## src/rtl/alu_execute_unit.sv

```systemverilog
// alu_execute_unit
// Execute-stage datapath behind alu_controller. It accepts an op code and two
// operands over a valid/ready handshake and returns a registered result.
// Logic, arithmetic and compare ops finish in one cycle. Shifts either run
// one bit per cycle or, with ALU_FAST_SHIFT_EN defined, use a barrel shifter.
//
// Build option:
//   ALU_FAST_SHIFT_EN : single-cycle barrel shifter, no SHIFT state or counter.
//
// Ports:
//   clk_i, rst_ni        clock, asynchronous active-low reset
//   in_valid_i/in_ready_o  request handshake
//   alu_operation_i      4-bit op code
//   operand_a_i/_b_i     XLEN-bit operands (shift amount = operand_b_i[SHAMT_W-1:0])
//   flush_i              synchronous abort of any in-flight op
//   out_valid_o/out_ready_i  result handshake
//   result_o, zero_o, illegal_op_o  registered result and its flags
//   busy_o               unit is not idle
module alu_execute_unit #(
  parameter int XLEN = 32
) (
  input  logic            clk_i,
  input  logic            rst_ni,
  input  logic            in_valid_i,
  output logic            in_ready_o,
  input  logic [3:0]      alu_operation_i,
  input  logic [XLEN-1:0] operand_a_i,
  input  logic [XLEN-1:0] operand_b_i,
  input  logic            flush_i,
  output logic            out_valid_o,
  input  logic            out_ready_i,
  output logic [XLEN-1:0] result_o,
  output logic            zero_o,
  output logic            illegal_op_o,
  output logic            busy_o
);

  localparam int SHAMT_W = $clog2(XLEN);

  localparam logic [3:0] OP_ADD  = 4'b0000;
  localparam logic [3:0] OP_SUB  = 4'b1000;
  localparam logic [3:0] OP_SLL  = 4'b0001;
  localparam logic [3:0] OP_SLT  = 4'b0010;
  localparam logic [3:0] OP_SLTU = 4'b0011;
  localparam logic [3:0] OP_XOR  = 4'b0100;
  localparam logic [3:0] OP_SRL  = 4'b0101;
  localparam logic [3:0] OP_SRA  = 4'b1101;
  localparam logic [3:0] OP_OR   = 4'b0110;
  localparam logic [3:0] OP_AND  = 4'b0111;

  typedef enum logic [1:0] {
    IDLE  = 2'd0,
    SHIFT = 2'd1,
    DONE  = 2'd2
  } state_t;

  function automatic logic op_legal_f(input logic [3:0] op);
    case (op)
      OP_ADD, OP_SUB, OP_SLL, OP_SLT, OP_SLTU,
      OP_XOR, OP_SRL, OP_SRA, OP_OR, OP_AND: op_legal_f = 1'b1;
      default:                               op_legal_f = 1'b0;
    endcase
  endfunction

  function automatic logic is_shift_f(input logic [3:0] op);
    is_shift_f = (op == OP_SLL) || (op == OP_SRL) || (op == OP_SRA);
  endfunction

  // Single-cycle ops. In the iterative build a shift here only covers the
  // zero-amount case, so it simply passes operand a through.
  function automatic logic [XLEN-1:0] alu_f(input logic [3:0]      op,
                                            input logic [XLEN-1:0] a,
                                            input logic [XLEN-1:0] b);
    logic signed [XLEN-1:0] a_s;
    logic signed [XLEN-1:0] b_s;
    logic [XLEN-1:0]        r;
    a_s = a;
    b_s = b;
    r   = '0;
    case (op)
      OP_ADD:  r = a + b;
      OP_SUB:  r = a - b;
      OP_SLT:  r = {{(XLEN-1){1'b0}}, (a_s < b_s)};
      OP_SLTU: r = {{(XLEN-1){1'b0}}, (a < b)};
      OP_XOR:  r = a ^ b;
      OP_OR:   r = a | b;
      OP_AND:  r = a & b;
`ifdef ALU_FAST_SHIFT_EN
      OP_SLL:  r = a << b[SHAMT_W-1:0];
      OP_SRL:  r = a >> b[SHAMT_W-1:0];
      OP_SRA:  r = a_s >>> b[SHAMT_W-1:0];
`else
      OP_SLL, OP_SRL, OP_SRA: r = a;
`endif
      default: r = '0;
    endcase
    return r;
  endfunction

`ifndef ALU_FAST_SHIFT_EN
  // One-bit step of the iterative shifter.
  function automatic logic [XLEN-1:0] shift1_f(input logic [3:0]      op,
                                               input logic [XLEN-1:0] acc);
    case (op)
      OP_SLL:  shift1_f = {acc[XLEN-2:0], 1'b0};
      OP_SRA:  shift1_f = {acc[XLEN-1], acc[XLEN-1:1]};
      default: shift1_f = {1'b0, acc[XLEN-1:1]};
    endcase
  endfunction
`endif

  state_t          state_q, state_d;
  logic [XLEN-1:0] result_q, result_d;
  logic            zero_q, zero_d;
  logic            illegal_q, illegal_d;
  logic [XLEN-1:0] alu_res;
  logic            accept;
  logic            start_shift;

`ifndef ALU_FAST_SHIFT_EN
  logic [XLEN-1:0]    acc_q, acc_d;
  logic [SHAMT_W-1:0] cnt_q, cnt_d;
  logic [3:0]         op_q, op_d;
  logic [XLEN-1:0]    acc_step;
`endif

  assign in_ready_o   = (state_q == IDLE) || ((state_q == DONE) && out_ready_i);
  assign accept       = in_valid_i && in_ready_o && !flush_i;
  assign out_valid_o  = (state_q == DONE);
  assign busy_o       = (state_q != IDLE);
  assign result_o     = result_q;
  assign zero_o       = zero_q;
  assign illegal_op_o = illegal_q;
  assign alu_res      = alu_f(alu_operation_i, operand_a_i, operand_b_i);

`ifdef ALU_FAST_SHIFT_EN
  assign start_shift = 1'b0;
`else
  assign start_shift = is_shift_f(alu_operation_i) &&
                       (operand_b_i[SHAMT_W-1:0] != '0);
  assign acc_step    = shift1_f(op_q, acc_q);
`endif

  always_comb begin
    state_d   = state_q;
    result_d  = result_q;
    zero_d    = zero_q;
    illegal_d = illegal_q;
`ifndef ALU_FAST_SHIFT_EN
    acc_d     = acc_q;
    cnt_d     = cnt_q;
    op_d      = op_q;
`endif
    if (flush_i) begin
      // Abort wins over everything; the last delivered result stays visible.
      state_d = IDLE;
    end else if (accept && start_shift) begin
`ifndef ALU_FAST_SHIFT_EN
      acc_d = operand_a_i;
      cnt_d = operand_b_i[SHAMT_W-1:0];
      op_d  = alu_operation_i;
`endif
      state_d = SHIFT;
    end else if (accept) begin
      result_d  = alu_res;
      zero_d    = (alu_res == '0);
      illegal_d = !op_legal_f(alu_operation_i);
      state_d   = DONE;
    end else begin
      case (state_q)
`ifndef ALU_FAST_SHIFT_EN
        SHIFT: begin
          acc_d = acc_step;
          cnt_d = cnt_q - 1'b1;
          if (cnt_q == SHAMT_W'(1)) begin
            result_d  = acc_step;
            zero_d    = (acc_step == '0);
            illegal_d = 1'b0;
            state_d   = DONE;
          end
        end
`endif
        DONE: begin
          if (out_ready_i) state_d = IDLE;
        end
        default: state_d = state_q;
      endcase
    end
  end

  always_ff @(posedge clk_i or negedge rst_ni) begin
    if (!rst_ni) begin
      state_q   <= IDLE;
      result_q  <= '0;
      zero_q    <= 1'b1;
      illegal_q <= 1'b0;
    end else begin
      state_q   <= state_d;
      result_q  <= result_d;
      zero_q    <= zero_d;
      illegal_q <= illegal_d;
    end
  end

`ifndef ALU_FAST_SHIFT_EN
  always_ff @(posedge clk_i or negedge rst_ni) begin
    if (!rst_ni) begin
      cnt_q <= '0;
    end else begin
      cnt_q <= cnt_d;
    end
  end

  // Shift accumulator and latched op are only meaningful inside SHIFT.
  always_ff @(posedge clk_i) begin
    acc_q <= acc_d;
    op_q  <= op_d;
  end
`endif

endmodule
```

## config.mk

```make
export PLATFORM = sky130hd
export DESIGN_NAME = alu_execute_unit
export DESIGN_NICKNAME = d
export VERILOG_FILES = /design/src/rtl/alu_execute_unit.sv
export SDC_FILE = /design/constraint.sdc
export NUM_CORES = 1
export LEC_CHECK = 0
export CORE_MARGIN = 2
export CORE_UTILIZATION = 45
export CTS_BUF_LIST = sky130_fd_sc_hd__clkbuf_4 sky130_fd_sc_hd__clkbuf_8
export CTS_CLUSTER_SIZE = 25
export DETAILED_ROUTE_END_ITERATION = 6
export PLACE_DENSITY = 0.69
export SLEW_MARGIN = 5
export SYNTH_ARGS = -nofsm -noshare
export SYNTH_HDL_FRONTEND = slang
export SYNTH_SLANG_ARGS = --single-unit
```

## constraint.sdc

```tcl
create_clock -name clk_i -period 9.39 [get_ports clk_i]
set_input_delay 1.878 -clock clk_i [delete_from_list [all_inputs] [get_ports clk_i]]
set_output_delay 1.878 -clock clk_i [all_outputs]
set_load 0.005 [all_outputs]
```

==> impl_metrics.env <==
export IMPL_status="completed"
export IMPL_cts_root_buf="clkbuf_8"
export IMPL_yosys_warnings=0
export IMPL_clock_path_buffers=2
export IMPL_synth_nets=1489
export IMPL_setup_violations=0
export IMPL_hold_viol_final=0
export IMPL_p_switching_uw=500
export IMPL_cts_resized=0
export IMPL_finalSetupTns_ns=0
export IMPL_dieArea_um2=22700
export IMPL_cp_required_ns=9.69
export IMPL_routabilityCongestion=1.03
export IMPL_tightest_slew_ns=0.961
export IMPL_clock_sinks=77
export IMPL_yosysSeqAreaShare=0.218
export IMPL_rsz0062_at_grt="false"
export IMPL_p_clk_frac=0.189
export IMPL_start_kind="input port"
export IMPL_cts_buffers=9
export IMPL_die_w_um=151
export IMPL_cts_setup_buffers=0
export IMPL_grt_pass1_wl_um=55100
export IMPL_ys_ff_latch=77
export IMPL_sw_frac_of_total=0.390
export IMPL_drc=0
export IMPL_wl_per_cell_um=21.6
export IMPL_grt_max_degree=68
export IMPL_layout_commonest_cell="a21oi_1"
export IMPL_vias_per_cell=6.39
export IMPL_cts_tree="built"
export IMPL_final_nets=1544
export IMPL_p_int_uw=781
export IMPL_ys_types=85
export IMPL_antenna_left=0
export IMPL_ir_drop_mv=0.0678
export IMPL_antenna_found_initial=1
export IMPL_cpMaxStageDelayCell="a2111oi_0"
export IMPL_firstDrtPassIters=5
export IMPL_nFillCells=2160
export IMPL_r2r_start="state_q[1]$_DFFE_PN0P_"
export IMPL_dpl_hpwl_um=27500
export IMPL_drt_iter0_drc=1187
export IMPL_multi_input_area_um2=6890
export IMPL_min_period_ns=6.09
export IMPL_cp_end_kind="flip-flop"
export IMPL_max_stage_delay_ns=0.73
export IMPL_powerDensity_nw_per_um2=115
export IMPL_power_leakage_uw=0.00458
export IMPL_final_max_slew_violation_count=0
export IMPL_startpoint="operand_a_i[14]"
export IMPL_syn_cell_area_um2=9690
export IMPL_synth_edff_count=36
export IMPL_avgSynthCellArea_um2=7.40
export IMPL_postLayoutSetupSlackWorst_ns=3.30
export IMPL_skew_ns=0.0165
export IMPL_final_seq_area_um2=2110
export IMPL_timing_worst_setup_path_type="in -> reg"
export IMPL_drive_gt1_frac=0.0577
export IMPL_postSynthCellCount=1309
export IMPL_insertion_delay_ns=0.36
export IMPL_synth_async_reset_ratio=0.532
export IMPL_via_count=10500
export IMPL_dp_slack_ns=3.03
export IMPL_hold_path_class="reg -> reg"
export IMPL_globalRouteOverflowTotal=0
export IMPL_htreeDepth=3
export IMPL_clkTransAtPathRegs_ns=0.08
export IMPL_pwr_share_seq=0.340
export IMPL_max_freq_mhz=164
export IMPL_fin_crit_sh=0.649
export IMPL_track_usage=0.313
export IMPL_cp_arrival_ns=6.40
export IMPL_die_h_um=151
export IMPL_core_um2=21100
export IMPL_port_buffers=109
export IMPL_worstHoldStart="result_o[28]$_DFFE_PN0P_"
export IMPL_first_global_vias=9784
export IMPL_layout_common_cells="142 x a21oi_1, 141 x nor2_1, 107 x clkdlybuf4s50_1"
export IMPL_cap_violations=0
export IMPL_area_growth_syn_to_layout_pct=14.9
export IMPL_detail_route_wirelength_um=35500
export IMPL_cp_max_fo=10
export IMPL_rows=53
export IMPL_synth_ff_type="dfrtp_1"
export IMPL_maxSlewHeadroom=0.358
export IMPL_crit_chain="clkdlybuf4s50_1 -> inv_1 -> ha_1 -> inv_1 -> a21oi_1 -> o31ai_1 -> a2111oi_0 -> a21oi_2 -> a311oi_1 -> a311oi_1 -> o311ai_1 -> o21ba_1 -> o211ai_1 -> a22o_1"
export IMPL_hold_buffers=0
export IMPL_initial_utilization=0.459
export IMPL_p_comb_frac=0.471
export IMPL_io_pins=110
-- stage by stage --
step / power [µW] / util / cells / instance area, µm² / hold WS, ns
detailed placement: 1030 / 0.519 / 1628 / 10900 / 0.469
floorplan: 784 / - / 1309 / 9690 / 0.473
global placement: 1020 / 0.519 / 1628 / 10900 / 0.461
CTS: 1270 / 0.528 / 1644 / 11100 / 0.486
global route: 1370 / 0.528 / 1644 / 11100 / 0.518
finish: 1280 / 0.528 / 1645 / 11100 / 0.480
-- synth_stat cells, types with 18 or more instances --
cell type,n,area share
dfrtp_1,40,0.10
o31ai_1,19,0.015
nor2_1,141,0.055
a211oi_1,18,0.014
nand4_1,20,0.013
nand3_1,33,0.017
a21oi_1,143,0.074
nor3_1,35,0.018
nand2_1,105,0.041
mux2i_1,35,0.036
clkbuf_1,63,0.024
ha_1,105,0.14
a31oi_1,18,0.012
inv_1,104,0.040
edfxtp_1,36,0.11
o21ai_0,100,0.052
-- metal layers --
layer | vias up | wire length (µm) | share of wire | global-route usage
li1 | 4909 | - | - | -
met1 | 4927 | 15500 | 0.44 | 0.449
met2 | 590 | 15000 | 0.42 | 0.467
met3 | 84 | 3970 | 0.11 | 0.0706
met4 | 0 | 987 | 0.028 | 0.100
met5 | - | 0 | 0 | 0
-- area by class of cell --
class / instances / share of cell area
diodes: 1 / 0.000225
well taps: 275 / 0.0309
inverters: 105 / 0.0354
clock inverters: 5 / 0.00472
clock buffers: 11 / 0.0125
repair buffers: 125 / 0.108
multi-input cells: 1046 / 0.619
flip-flops and latches: 77 / 0.189
-- worst paths after layout --
path                                                  to  cells after the start  slack, ns
worst max-delay path            result_o[31]$_DFFE_PN0P_                     14       3.30
worst min-delay path            result_o[28]$_DFFE_PN0P_                      2       0.48
worst max register to register        zero_o$_DFFE_PN1P_                     11       5.96
worst min register to register  result_o[28]$_DFFE_PN0P_                      2       0.48
max in group asynchronous       result_o[20]$_DFFE_PN0P_                      1       7.17
min in group asynchronous         state_q[0]$_DFFE_PN0P_                      1       1.65
-- power by group through the flow --
stage                     clock [µW]  sequential [µW]  combinational [µW]
after detailed placement           0              444                 586
after global placement             0              441                 580
final                            242              436                 603
after global routing             262              443                 662
after floorplan                    0              441                 343
after CTS                        248              436                 589
-- flip-flops by register name (all words and copies together) (netlist names) --
name and flops:
cnt_q 5, state_q 2, illegal_op_o 1, zero_o 1
result_o 32, acc_q 32, op_q 4
-- cells by family after synthesis --
kind of cell,count (synthesis),share of synthesized area
DFF,77,0.218
buffers and inverters,186,0.0741
AOI/OAI and AO/OA,462,0.309
and+or+nand+nor,428,0.209
muxes,40,0.0424
xor gates and xnor gates,9,0.00814
adders and majority gates,107,0.140
-- worst max-delay path, delay by kind of cell --
| family | cells | cell delay [ns] |
|---|---|---|
| adders and majority gates | 1 | 0.51 |
| buffers and inverters | 3 | 0.84 |
| AOI/OAI and AO/OA | 10 | 3.15 |
Power figures use the tool's default switching activity.
==> patch: new RTL, same settings <==
The option `ALU_FAST_SHIFT_EN` is turned on by a define.
--- a/src/rtl/alu_execute_unit.sv
+++ b/src/rtl/alu_execute_unit.sv
@@ -16,6 +16,8 @@
 //   out_valid_o/out_ready_i  result handshake
 //   result_o, zero_o, illegal_op_o  registered result and its flags
 //   busy_o               unit is not idle
+`define ALU_FAST_SHIFT_EN
+
 module alu_execute_unit #(
   parameter int XLEN = 32
 ) (
Behaviour: not the same (Yosys sat finds a counterexample within 4 cycles, from zero or initial values and one cycle with rst_ni low).
==> patch against the original RTL <==
Count of clock-buffer cells in the layout shrank 6; power down 18%; wire length up 44%; first-iteration DRC count grew 50%; worst setup slack lost 440 ps; largest power group unchanged; synthesized area rose by 6.0%; sequential share of layout area down 11 points; synthesized cell count grew 15%; cell area grew 3.8%; maximum frequency decreased by 6.7%; via count is 21% higher; critical endpoint is now zero_o$_DFFE_PN1P_; sequential cell count fell by 42.
==> patch: results (changes against the original RTL) <==
status complete, no violations; final RePlAce weighted congestion 1.059 (+2.5%); min-delay worst type flop to flop; Synth area leaders ha_1 12%, dfrtp_1 8.3%, a21oi_1 6.6%; Pwr Total 0.001053 W (-18%); drt initial violations 1775 (+50%); Largest stage delay, worst path 720 ps; CP startpoint operand_a_i[1]; placed cell areas 11440 sq um (+4.5%); H-tree levels 2 (-1); Netlist cell types 92 (+8.2%); Detailed Place HPWL 40150 microns (+46%); clk_skew 4.097 ps (-12.43 ps); worst reg2reg path depth 14 (+3); Setup Fix Bufs, Post-CTS 0 (unchanged); Detailed Routing Iterations Pass 1 6 (+1); P_leak 4.893 nW (+6.7%); Hold Crit Start result_o[20]$_DFFE_PN0P_; Sw Ratio 50.45% (+11 points); Clock transition at path regs 80 ps (about the same); Post-Syn Instances 1510 (+15%); WHS 473.7 ps (-6.396 ps); pin count of the biggest net entering global routing 64 (-5.9%); Placed Cells 1821 (+12%); Max Freq 0.1531 GHz (-6.7%); worst r2r dst zero_o$_DFFE_PN1P_; Worst slew margin 18.04% (-18 points); first-pass GRT wire length 75530 microns (+37%); r2r setup slk 5750 ps (-210 ps); Async SR Flop Fraction 100.0% (+47 points); delay-heaviest family, CP compound AO/OA/AOI/OAI gates; Worst Hold End result_o[20]$_DFFE_PN0P_; critical path capture point zero_o$_DFFE_PN1P_; share of cells above drive strength 1 6.218% (+0.45 points); Critical Path AT 6770 ps (+370 ps); Via density 6.968 (+9.1%); worst skew pair latency 290 ps (-70 ps); fillcell total 2296 (+6.3%); synth cell count leaders 173 x nand2_1, 168 x nor2_1, 136 x a21oi_1; Flop pwr share 17.7% (-16 points); pre-CTS WS 2763 ps (-265.5 ps); cts bufs inserted 5 (-4); max FFs per register 32; Total Routing Usage GR 41.13% (+9.8 points); Comb group 0.000730 W (+21%); largest fanout on the critical path 8 (-2); Peak supply drop 85.97 uV (+27%); Post-Synth XOR/XNOR Area 1.875% (+1.1 points); post-synthesis mux area share 11.89% (+7.6 points); ys flop type dfrtp_1; Avg WL per Cell 27.82 microns (+29%); vias in the first global route 11709 (+20%); Synth Area in Adders 12.20% (-1.8 points); Synth Area in Compound Gates 35.25% (+4.4 points); DR vias 12758 (+21%); post-CTS sizing 0 (unchanged); CP max stage cell clkdlybuf4s50_1; sequential fraction of the synthesis area 8.536% (-13 points); Net Count, Synth 1682 (+13%); Synth Warn # 0 (unchanged)
## patch: layout make-up
type                            instances  area, sq um  area share [%]
Timing Repair Buffer                  136         1266           10.96
Sequential cell                        35        877.1           7.591
Clock buffer                            5        68.82          0.5956
Inverter                               95        356.6           3.086
Tap cell                              285        356.6           3.086
Multi-Input combinational cell       1270         8581           74.26
Clock inverter                          3        43.79          0.3790
Antenna cell                            2        5.005         0.04331
## patch: layer usage
metal | vias to the layer above | GRT usage [%] | share of wire, % | routed length [microns]
li1 | 5642 | - | - | -
met1 | 6033 | 54.06 | 40 | 20430
met2 | 896 | 61.42 | 42 | 21220
met3 | 187 | 10.72 | 12 | 6075
met4 | 0 | 22.35 | 6.3 | 3208
met5 | - | 0 | 0 | 0
## patch: cell families after synthesis
logic type                 Yosys count
AOI/OAI and AO/OA                  543
and+or+nand+nor                    504
buffers and inverters              205
muxes                              102
adders and majority gates           99
DFF                                 35
xor gates and xnor gates            22
